--- config.mk ---
export PLATFORM = sky130hd
export DESIGN_NAME = m_trap_sequencer
export DESIGN_NICKNAME = d
export VERILOG_FILES = /design/src/rtl/m_trap_sequencer.sv
export SDC_FILE = /design/constraint.sdc
export NUM_CORES = 1
export LEC_CHECK = 0
export CAP_MARGIN = 20
export CORE_AREA = 4 4 156 158
export DETAILED_ROUTE_END_ITERATION = 16
export DIE_AREA = 0 0 160 162
export SYNTH_ARGS = -nofsm -noshare
export SYNTH_HDL_FRONTEND = slang
export SYNTH_SLANG_ARGS = --single-unit
--- constraint.sdc ---
create_clock -name i_clk -period 4.7 [get_ports i_clk]
set_input_delay 0.94 -clock i_clk [delete_from_list [all_inputs] [get_ports i_clk]]
set_output_delay 0.94 -clock i_clk [all_outputs]
set_load 0.01 [all_outputs]
--- src/rtl/m_trap_sequencer.sv ---
// Machine-mode trap sequencer: arbitrates exceptions, interrupts and mret, then
// drains the pipeline, commits mepc/mcause/mtval and redirects fetch.
module m_trap_sequencer #(
  parameter int          DRAIN_CYCLES = 2,
  parameter logic [3:0]  NO_E_CODE    = 4'hF
) (
  input  logic        i_clk,
  input  logic        i_rst,
  input  logic        i_clk_en,
  input  logic [3:0]  i_exc_code_fd,
  input  logic [31:0] i_exc_pc_fd,
  input  logic [3:0]  i_exc_code_em,
  input  logic [31:0] i_exc_pc_em,
  input  logic [31:0] i_exc_addr_em,
  input  logic [31:0] i_irq_pending,
  input  logic [31:0] i_mie,
  input  logic [31:0] i_mstatus_lower,
  input  logic [31:0] i_mtvec,
  input  logic [31:0] i_mepc,
  input  logic        i_mret_e,
  input  logic        i_csr_write_en,
  output logic        o_stall,
  output logic        o_flush,
  output logic        o_trap_we,
  output logic [31:0] o_trap_cause,
  output logic [31:0] o_trap_epc,
  output logic [31:0] o_trap_tval,
  output logic        o_mret_we,
  output logic        o_redirect_valid,
  output logic [31:0] o_redirect_pc
);

  typedef enum logic [2:0] {
    IDLE,
    DRAIN,
    COMMIT,
    RET,
    REDIRECT
  } state_t;

  localparam logic [3:0] DRAIN_LOAD = 4'(DRAIN_CYCLES - 1);

  state_t      state;
  logic [3:0]  count;

  logic [31:0] irq;
  logic        em_valid;
  logic        fd_valid;
  logic        irq_valid;
  logic        trap_event;
  logic [31:0] cap_cause;
  logic [31:0] cap_epc;
  logic [31:0] cap_tval;
  logic [31:0] trap_target;
  logic        unused_bits;

  assign unused_bits = ^{i_mstatus_lower, irq};

  // Fixed-priority pick of the trap to capture: E/M, then F/D, then MEI > MSI > MTI.
  always_comb begin
    irq        = i_irq_pending & i_mie;
    em_valid   = (i_exc_code_em != NO_E_CODE);
    fd_valid   = (i_exc_code_fd != NO_E_CODE);
    irq_valid  = i_mstatus_lower[3] && (irq[11] || irq[3] || irq[7]);
    trap_event = em_valid || fd_valid || irq_valid;
    cap_cause  = 32'd0;
    cap_epc    = 32'd0;
    cap_tval   = 32'd0;
    if (em_valid) begin
      cap_cause = {28'd0, i_exc_code_em};
      cap_epc   = i_exc_pc_em;
      cap_tval  = i_exc_addr_em;
    end else if (fd_valid) begin
      cap_cause = {28'd0, i_exc_code_fd};
      cap_epc   = i_exc_pc_fd;
      cap_tval  = i_exc_pc_fd;
    end else if (irq_valid) begin
      if (irq[11])
        cap_cause = 32'h8000_000B;
      else if (irq[3])
        cap_cause = 32'h8000_0003;
      else
        cap_cause = 32'h8000_0007;
      cap_epc  = i_exc_pc_fd;
      cap_tval = 32'd0;
    end
  end

  // Vectored mode only offsets interrupts; exceptions always land on the base.
  always_comb begin
    trap_target = {i_mtvec[31:2], 2'b00};
    if (i_mtvec[1:0] == 2'b01 && o_trap_cause[31])
      trap_target = {i_mtvec[31:2], 2'b00} + {25'd0, o_trap_cause[4:0], 2'b00};
  end

  always_ff @(posedge i_clk) begin
    if (i_rst) begin
      state            <= IDLE;
      count            <= 4'd0;
      o_stall          <= 1'b0;
      o_flush          <= 1'b0;
      o_trap_we        <= 1'b0;
      o_trap_cause     <= 32'd0;
      o_trap_epc       <= 32'd0;
      o_trap_tval      <= 32'd0;
      o_mret_we        <= 1'b0;
      o_redirect_valid <= 1'b0;
      o_redirect_pc    <= 32'd0;
    end else if (i_clk_en) begin
      o_flush          <= 1'b0;
      o_trap_we        <= 1'b0;
      o_mret_we        <= 1'b0;
      o_redirect_valid <= 1'b0;
      case (state)
        IDLE: begin
          o_stall <= 1'b0;
          if (trap_event) begin
            state        <= DRAIN;
            count        <= DRAIN_LOAD;
            o_stall      <= 1'b1;
            o_flush      <= 1'b1;
            o_trap_cause <= cap_cause;
            o_trap_epc   <= cap_epc;
            o_trap_tval  <= cap_tval;
          end else if (i_mret_e) begin
            state   <= RET;
            o_stall <= 1'b1;
            o_flush <= 1'b1;
          end
        end
        DRAIN: begin
          o_stall <= 1'b1;
          if (count == 4'd0)
            state <= COMMIT;
          else
            count <= count - 4'd1;
        end
        COMMIT: begin
          o_stall <= 1'b1;
          // A software CSR write owns the port this cycle; retry next cycle.
          if (!i_csr_write_en) begin
            o_trap_we     <= 1'b1;
            o_redirect_pc <= trap_target;
            state         <= REDIRECT;
          end
        end
        RET: begin
          o_stall       <= 1'b1;
          o_mret_we     <= 1'b1;
          o_redirect_pc <= i_mepc;
          state         <= REDIRECT;
        end
        REDIRECT: begin
          o_stall          <= 1'b1;
          o_redirect_valid <= 1'b1;
          state            <= IDLE;
        end
        default: begin
          state   <= IDLE;
          o_stall <= 1'b0;
        end
      endcase
    end
  end

endmodule

==> results by group, run 1 <==
Run status
  – Status: finished, final reports clean

GRT
  – Vias in the first global route: 6535
  – Total GRT Usage: 18.0%
  – Largest net degree at the start of global routing: 69
  – Global route overflow: 0
  – First-pass GRT wire length: 37200 um
  – Antenna violations before repair: 0

Critical path
  – R2R Path Start: o_trap_cause[31]$_SDFFE_PP0P_
  – WP data arrival: 3.62 ns
  – Required @ worst endpoint: 5.02 ns
  – Worst r2r dst: o_redirect_pc[30]$_SDFFE_PP0P_
  – Crit end category: flip-flop
  – Crit Path Class: in2reg
  – Startpoint class of the critical path: input port
  – Crit-path max FO: 37
  – Setup slack, reg-to-reg: 2.15 ns
  – Reg2reg path depth: 5

Final layout
  – Final Non-Filler Cells: 1315
  – Layout area overhead: 59.3%
  – Share of post-route cells with drive strength above 1: 5.17%
  – Final nets: 1288
  – Final Core Density: 41.6%
  – Number of diodes: 0

Pwr
  – Power per cell area: 330 nW/um^2
  – Power Total: 0.00318 W
  – Leakage power: 3.44 nW
  – Worst IR Drop VDD: 0.000197 V

Floorplanning
  – # IOs: 402
  – Chip Width: 160 um
  – Std-Cell Rows: 56
  – Initial Util: 26.1%
  – Die footprint: 25900 um^2
  – Core area: 23100 um^2
  – Die height: 162 um

STA
  – Final period util: 70.3%
  – Setup Skew: 0.00929 ns
  – Final Slew Violations: 0
  – Fmax: 303 MHz
  – Setup TNS Final: 0 ns
  – RSZ-0062 raised after global routing: false
  – Min cycle time layout: 3.30 ns
  – Setup slack after layout: 1.40 ns
  – Hold Vio Cnt, Final: 0
  – Final setup fails: 0
  – Headroom to the max-slew limit: 29.6%
  – Least-Margin Pin Slew: 1.05 ns

Synth
  – Mapped cell area: 6040 um^2
  – Register area share after synthesis: 37.4%
  – Post-synth EDFFs: 0
  – Syn avg cell area: 7.91 um^2
  – Syn Inst Count: 764
  – Netlist cell types: 57
  – Ys async rst share: 0%
  – Ranking of synthesized cells by area: dfxtp_1 (37%), nor2_1 (5.9%), a221oi_1 (5.2%)
  – Synthesized flop and latch total: 113
  – Synth Flop Type: dfxtp_1
  – Most instantiated cells after synthesis: dfxtp_1 (113), nor2_1 (95), nand2_1 (60)
  – Most frequent cell after synthesis: dfxtp_1
  – Warnings, synthesis: 0
  – Top-area cell type share of the netlist area: 37.4%
  – Post-synth top area cell: dfxtp_1

Clock tree
  – CTS clk-pin slew, worst paths: 0.06 ns
  – CTS root buf: clkbuf_16
  – Longest Clk Path Bufs: 2
  – CTS tree: yes
  – H-tree Lvls: 4
  – CTS Hold Bufs: 0
  – Num CTS Buffers: 17
  – Worst-skew pair later-pin latency: 0.41 ns
  – Clk sinks: 113
  – Post-CTS resize count: 0
  – Setup Fix Bufs, Post-CTS: 0

Place
  – Hpwl dp: 17900 um
  – Placed insts: 1283
  – Port buffer count: 285
  – Routability Congestion: 0.830
  – Setup slack at placement: 0.939 ns

Hold path
  – WHS Path Cells: 2
  – HP Class: reg2reg
  – Hold Crit Endpoint: o_redirect_pc[14]$_SDFFE_PP0P_
  – Worst hold start: o_redirect_pc[14]$_SDFFE_PP0P_

Detailed routing
  – DR pass1 iterations: 7
  – DR iter-0 viols: 421
  – DRC errors left: 0
  – Routed WL per cell: 18.6 um
  – DR vias/cell: 5.15
  – Detailed-route via count: 6775
  – Total Wirelength: 24500 um
  – Routed Antenna Nets: 0

Run
  – Maxcap violations: 0
[per-layer routing]
| layer | wire length [um] | GRT usage (%) | vias up |
|---|---|---|---|
| li1 | - | - | 3286 |
| met1 | 10000 | 21.6 | 3167 |
| met2 | 11500 | 29.7 | 298 |
| met3 | 2580 | 7.54 | 24 |
| met4 | 395 | 5.01 | 0 |
| met5 | 0 | 0 | - |
[metrics by stage]
stage / area (um^2) / hold WS (ns)
floorplan: 6140 / 0.467
global placement: 9000 / 0.439
detailed placement: 9000 / 0.441
CTS: 9630 / 0.450
global route: 9630 / 0.472
finish: 9630 / 0.449
[power breakdown]
| part | switching, W | leakage [nW] | internal (W) | total (W) |
|---|---|---|---|---|
| clock | 0.000540 | 0.303 | 0.000852 | 0.00139 |
| sequential | 0.0000522 | 0.928 | 0.00104 | 0.00109 |
| combinational | 0.000327 | 2.21 | 0.000370 | 0.000696 |
| total | 0.000919 | 3.44 | 0.00226 | 0.00318 |
[cells in the final DEF (no fill, tap or decap), types with 27 or more instances in the layout]
| master | instances |
|---|---|
| nor2_1 | 95 |
| dfxtp_1 | 113 |
| clkdlybuf4s50_1 | 284 |
| a221oi_1 | 36 |
| conb_1 | 27 |
| nand2_1 | 60 |
| nand3_1 | 45 |
| a311oi_1 | 33 |
| a21oi_1 | 39 |
| nor3_1 | 55 |
[logic make-up (layout without fill, tap and decap cells)]
kind of cell	after synthesis	in the layout	synth area share (%)
fa+ha+maj	7	7	1.57
buf+inv	108	343	8.57
compound gates	180	180	22.3
other cells	1	27	0.0621
simple gates	331	331	26.5
xor+xnor	19	19	2.75
mux	5	5	0.828
flops	113	113	37.4
[worst max-delay path by stage]
| stage | startpoint | end | slack, ns | cells after the start |
|---|---|---|---|---|
| 2_1_floorplan | i_mtvec[2] | o_redirect_pc[12]$_SDFFE_PP0P_ | 2.02 | 8 |
| 3_5_place_dp | i_clk_en | o_trap_tval[23]$_SDFFE_PP0P_ | 0.94 | 7 |
| 6_report | i_clk_en | o_trap_tval[23]$_SDFFE_PP0P_ | 1.40 | 7 |
| 5_1_grt | i_clk_en | o_trap_tval[22]$_SDFFE_PP0P_ | 1.10 | 7 |
| 4_1_cts | i_clk_en | o_trap_tval[23]$_SDFFE_PP0P_ | 1.37 | 7 |
| 3_3_place_gp | i_clk_en | o_trap_tval[29]$_SDFFE_PP0P_ | 0.97 | 7 |
[flip-flops by register name (all words and copies together), names as in the netlist]
register and count:
o_redirect_pc 32, o_trap_epc 32, o_trap_tval 32, o_trap_cause 5
count 4, state 3, o_flush 1, o_mret_we 1
o_redirect_valid 1, o_stall 1, o_trap_we 1
[worst max-delay path: stages]
cell             delay, ns
clkdlybuf4s50_1       0.76
nor2b_1               0.31
and2_0                0.40
and2_4                0.49
buf_4                 0.38
nor2_1                0.07
a311oi_1              0.26
[cell type report]
class / count / area (um^2)
well taps: 290 / 363
repair buffers: 298 / 2960
inverters: 13 / 48.8
clock buffers: 17 / 425
flip-flops and latches: 113 / 2260
fillers: 2353 / 13500
clock inverters: 15 / 199
multi-input cells: 569 / 3370
Note: power is estimated with default switching activity, not from simulation.
==> inputs of run 2 (changes only) <==
==> constraint.sdc (replaced) <==
create_clock -name i_clk -period 3.27 [get_ports i_clk]
set_input_delay 0.654 -clock i_clk [delete_from_list [all_inputs] [get_ports i_clk]]
set_output_delay 0.654 -clock i_clk [all_outputs]
set_load 0.01 [all_outputs]
==> run 2 against run 1 <==
  * Global-route usage rose by 0.24 points
  * Largest cell class unchanged
  * Sequential power rose by 44%
  * Power rose by 39%
  * Setup slack got worse by 0.68 ns
  * First-iteration DRC count fell by 0.24%
  * Largest power group unchanged
  * Hold slack got worse by 0.0042 ns
  * Final cell count rose by 0.68%
  * Clock skew rose by 0.0051 ns
  * Clock-buffer cell count did not move
  * Utilization rose by 0.29 points
  * Critical path depth rose by 1
  * Critical endpoint is now o_redirect_pc[30]$_SDFFE_PP0P_
  * Register-to-register slack got worse by 1.1 ns
==> results by group, run 2 (synthesis results as in run 1) <==
Run status
  – Status: finished, final reports clean (unchanged)

Critical path
  – Required @ worst endpoint: 3.60 ns (was 5.02 ns)
  – R2R Path Start: o_trap_cause[0]$_SDFFE_PP0P_ (was o_trap_cause[31]$_SDFFE_PP0P_)
  – CP Launch Point: i_mtvec[2] (was i_clk_en)
  – Startpoint class of the critical path: input port (unchanged)
  – Crit-path max FO: 3 (was 37)
  – Setup slack, reg-to-reg: 1.04 ns (was 2.15 ns)
  – Reg2reg path depth: 7 (was 5)
  – Crit Path Class: in2reg (unchanged)
  – Worst setup path end: o_redirect_pc[30]$_SDFFE_PP0P_ (was o_trap_tval[23]$_SDFFE_PP0P_)
  – WP data arrival: 2.89 ns (was 3.62 ns)
  – Worst r2r dst: o_redirect_pc[30]$_SDFFE_PP0P_ (unchanged)
  – Crit end category: flip-flop (unchanged)

Detailed routing
  – DR vias/cell: 5.08 (was 5.15)
  – DRC errors left: 0 (unchanged)
  – DR iter-0 viols: 420 (was 421)
  – Total Wirelength: 24700 um (was 24500 um)
  – Routed Antenna Nets: 0 (unchanged)
  – DR pass1 iterations: 5 (was 7)
  – Detailed-route via count: 6729 (was 6775)
  – Routed WL per cell: 18.6 um (about the same)

Pwr
  – Net Sw Power: 0.00133 W (was 0.000919 W)
  – Power per cell area: 457 nW/um^2 (was 330 nW/um^2)
  – Flop pwr share: 35.4% (was 34.3%)
  – Net Sw Frac: 30.0% (was 28.9%)
  – Int Pwr: 0.00311 W (was 0.00226 W)
  – Leakage power: 3.48 nW (was 3.44 nW)
  – Comb power frac: 23.0% (was 21.9%)
  – Worst IR Drop VDD: 0.000278 V (was 0.000197 V)
  – Portion of total power attributed to the clock network: 41.6% (was 43.8%)

Place
  – Routability Congestion: 0.851 (was 0.830)
  – Port buffer count: 285 (unchanged)
  – Hpwl dp: 18100 um (was 17900 um)
  – Post-DP Area: 9120 um^2 (was 9000 um^2)
  – Setup slack at placement: 0.302 ns (was 0.939 ns)

Clock tree
  – CTS root buf: clkbuf_16 (unchanged)
  – CTS tree: yes (unchanged)
  – Num CTS Buffers: 17 (unchanged)
  – CTS Hold Bufs: 0 (unchanged)
  – Worst-skew pair later-pin latency: 0.41 ns (about the same)
  – Clk sinks: 113 (unchanged)
  – Longest Clk Path Bufs: 2 (unchanged)
  – CTS clk-pin slew, worst paths: 0.06 ns (about the same)
  – Setup Fix Bufs, Post-CTS: 0 (unchanged)
  – H-tree Lvls: 4 (unchanged)
  – Post-CTS resize count: 0 (unchanged)

Hold path
  – HP Class: reg2reg (unchanged)

STA
  – Hold Vio Cnt, Final: 0 (unchanged)
  – Final setup fails: 0 (unchanged)
  – Final period util: 78.2%
  – Min cycle time layout: 2.56 ns
  – Final Slew Violations: 0 (unchanged)
  – Setup slack after layout: 0.714 ns (was 1.40 ns)
  – Headroom to the max-slew limit: 57.8% (was 29.6%)
  – Least-Margin Pin Slew: 0.633 ns (was 1.05 ns)
  – Fmax: 391 MHz
  – RSZ-0062 raised after global routing: false (unchanged)
  – Setup Skew: 0.0144 ns (was 0.00929 ns)
  – Setup TNS Final: 0 ns (unchanged)
  – Hold slack: 0.445 ns (was 0.449 ns)

Floorplanning
  – Die footprint: 25900 um^2 (unchanged)
  – Die height: 162 um (unchanged)
  – Core area: 23100 um^2 (unchanged)
  – Chip Width: 160 um (unchanged)
  – Std-Cell Rows: 56 (unchanged)
  – Initial Util: 26.1% (unchanged)
  – # IOs: 402 (unchanged)

Run
  – Maxcap violations: 0 (unchanged)

Final layout
  – Number of diodes: 0 (unchanged)
  – Most common cell after layout, fill and taps aside: clkdlybuf4s50_1 (unchanged)
  – Top flop regs: o_redirect_pc (32), o_trap_epc (32), o_trap_tval (32) (unchanged)
  – Most frequent cells in the layout: clkdlybuf4s50_1 (284), dfxtp_1 (113), nor2_1 (95) (unchanged)
  – Final nets: 1297 (was 1288)
  – Number of fillers in the final layout: 2323 (was 2353)
  – Footprint of the multi-input gates: 3370 um^2 (unchanged)
  – Register area: 2260 um^2 (unchanged)
  – Share of post-route cells with drive strength above 1: 6.00% (was 5.17%)
  – Final Core Density: 41.9% (was 41.6%)
  – Layout area overhead: 60.4% (was 59.3%)
  – Post-route cell area: 9690 um^2 (was 9630 um^2)

GRT
  – Total GRT Usage: 18.2% (was 18.0%)
  – Global route overflow: 0 (unchanged)
  – Antenna violations before repair: 0 (unchanged)
  – Largest net degree at the start of global routing: 53 (was 69)
  – Vias in the first global route: 6646 (was 6535)
  – First-pass GRT wire length: 37900 um (was 37200 um)
run 2: cell count changes in the layout (fill, tap and decap cells not counted):
cell and delta:
buf_4 +5, buf_12 +4, bufinv_16 -2, inv_6 +2
clkinv_2 +1, clkinv_4 -1, clkinvlp_4 +1, inv_8 -1
run 2: power by group through the flow:
| stage | Sequential, W | Clock [W] | Combinational (W) |
|---|---|---|---|
| 3_5_place_dp | 0.00160 | 0 | 0.00102 |
| 6_report | 0.00157 | 0.00185 | 0.00102 |
| 4_1_cts | 0.00157 | 0.00189 | 0.00103 |
| 2_1_floorplan | 0.00163 | 0 | 0.000416 |
| 3_3_place_gp | 0.00159 | 0 | 0.00102 |
| 5_1_grt | 0.00158 | 0.00195 | 0.00112 |
run 2: worst min path at each step:
stage                                    from                             end  cells past startpoint
4_1_cts        o_redirect_pc[12]$_SDFFE_PP0P_  o_redirect_pc[12]$_SDFFE_PP0P_                      2
2_1_floorplan  o_redirect_pc[12]$_SDFFE_PP0P_  o_redirect_pc[12]$_SDFFE_PP0P_                      2
5_1_grt         o_redirect_pc[9]$_SDFFE_PP0P_   o_redirect_pc[9]$_SDFFE_PP0P_                      1
6_report       o_redirect_pc[12]$_SDFFE_PP0P_  o_redirect_pc[12]$_SDFFE_PP0P_                      2
3_5_place_dp   o_redirect_pc[12]$_SDFFE_PP0P_  o_redirect_pc[12]$_SDFFE_PP0P_                      2
3_3_place_gp   o_redirect_pc[12]$_SDFFE_PP0P_  o_redirect_pc[12]$_SDFFE_PP0P_                      2
run 2: stage by stage:
| step | total power [W] | instances |
|---|---|---|
| global placement | 0.00262 | 1292 |
| floorplan | 0.00205 | 790 |
| CTS | 0.00449 | 1324 |
| detailed placement | 0.00262 | 1292 |
| finish | 0.00443 | 1324 |
| global route | 0.00465 | 1324 |
run 2: critical path, cell delays in order:
cell             delay [ns]
clkdlybuf4s50_1        0.48
ha_1                   0.21
fa_1                   0.24
nand3_1                0.13
and2_1                 0.18
or4_1                  0.52
or3_1                  0.32
a31oi_1                0.16
run 2: final cells by class:
type	instances	share of cell area [%]
Clock buffer	17	4.39
Clock inverter	15	1.54
Inverter	13	0.503
Multi-Input combinational cell	569	34.7
Sequential cell	113	23.3
Tap cell	290	3.74
Timing Repair Buffer	307	31.8
run 2: layer usage:
metal	vias up	GRT usage [%]	wire [um]
li1	3302	-	-
met1	3124	22.2	10200
met2	286	30.9	11800
met3	17	6.83	2400
met4	0	4.11	212
met5	-	0	0
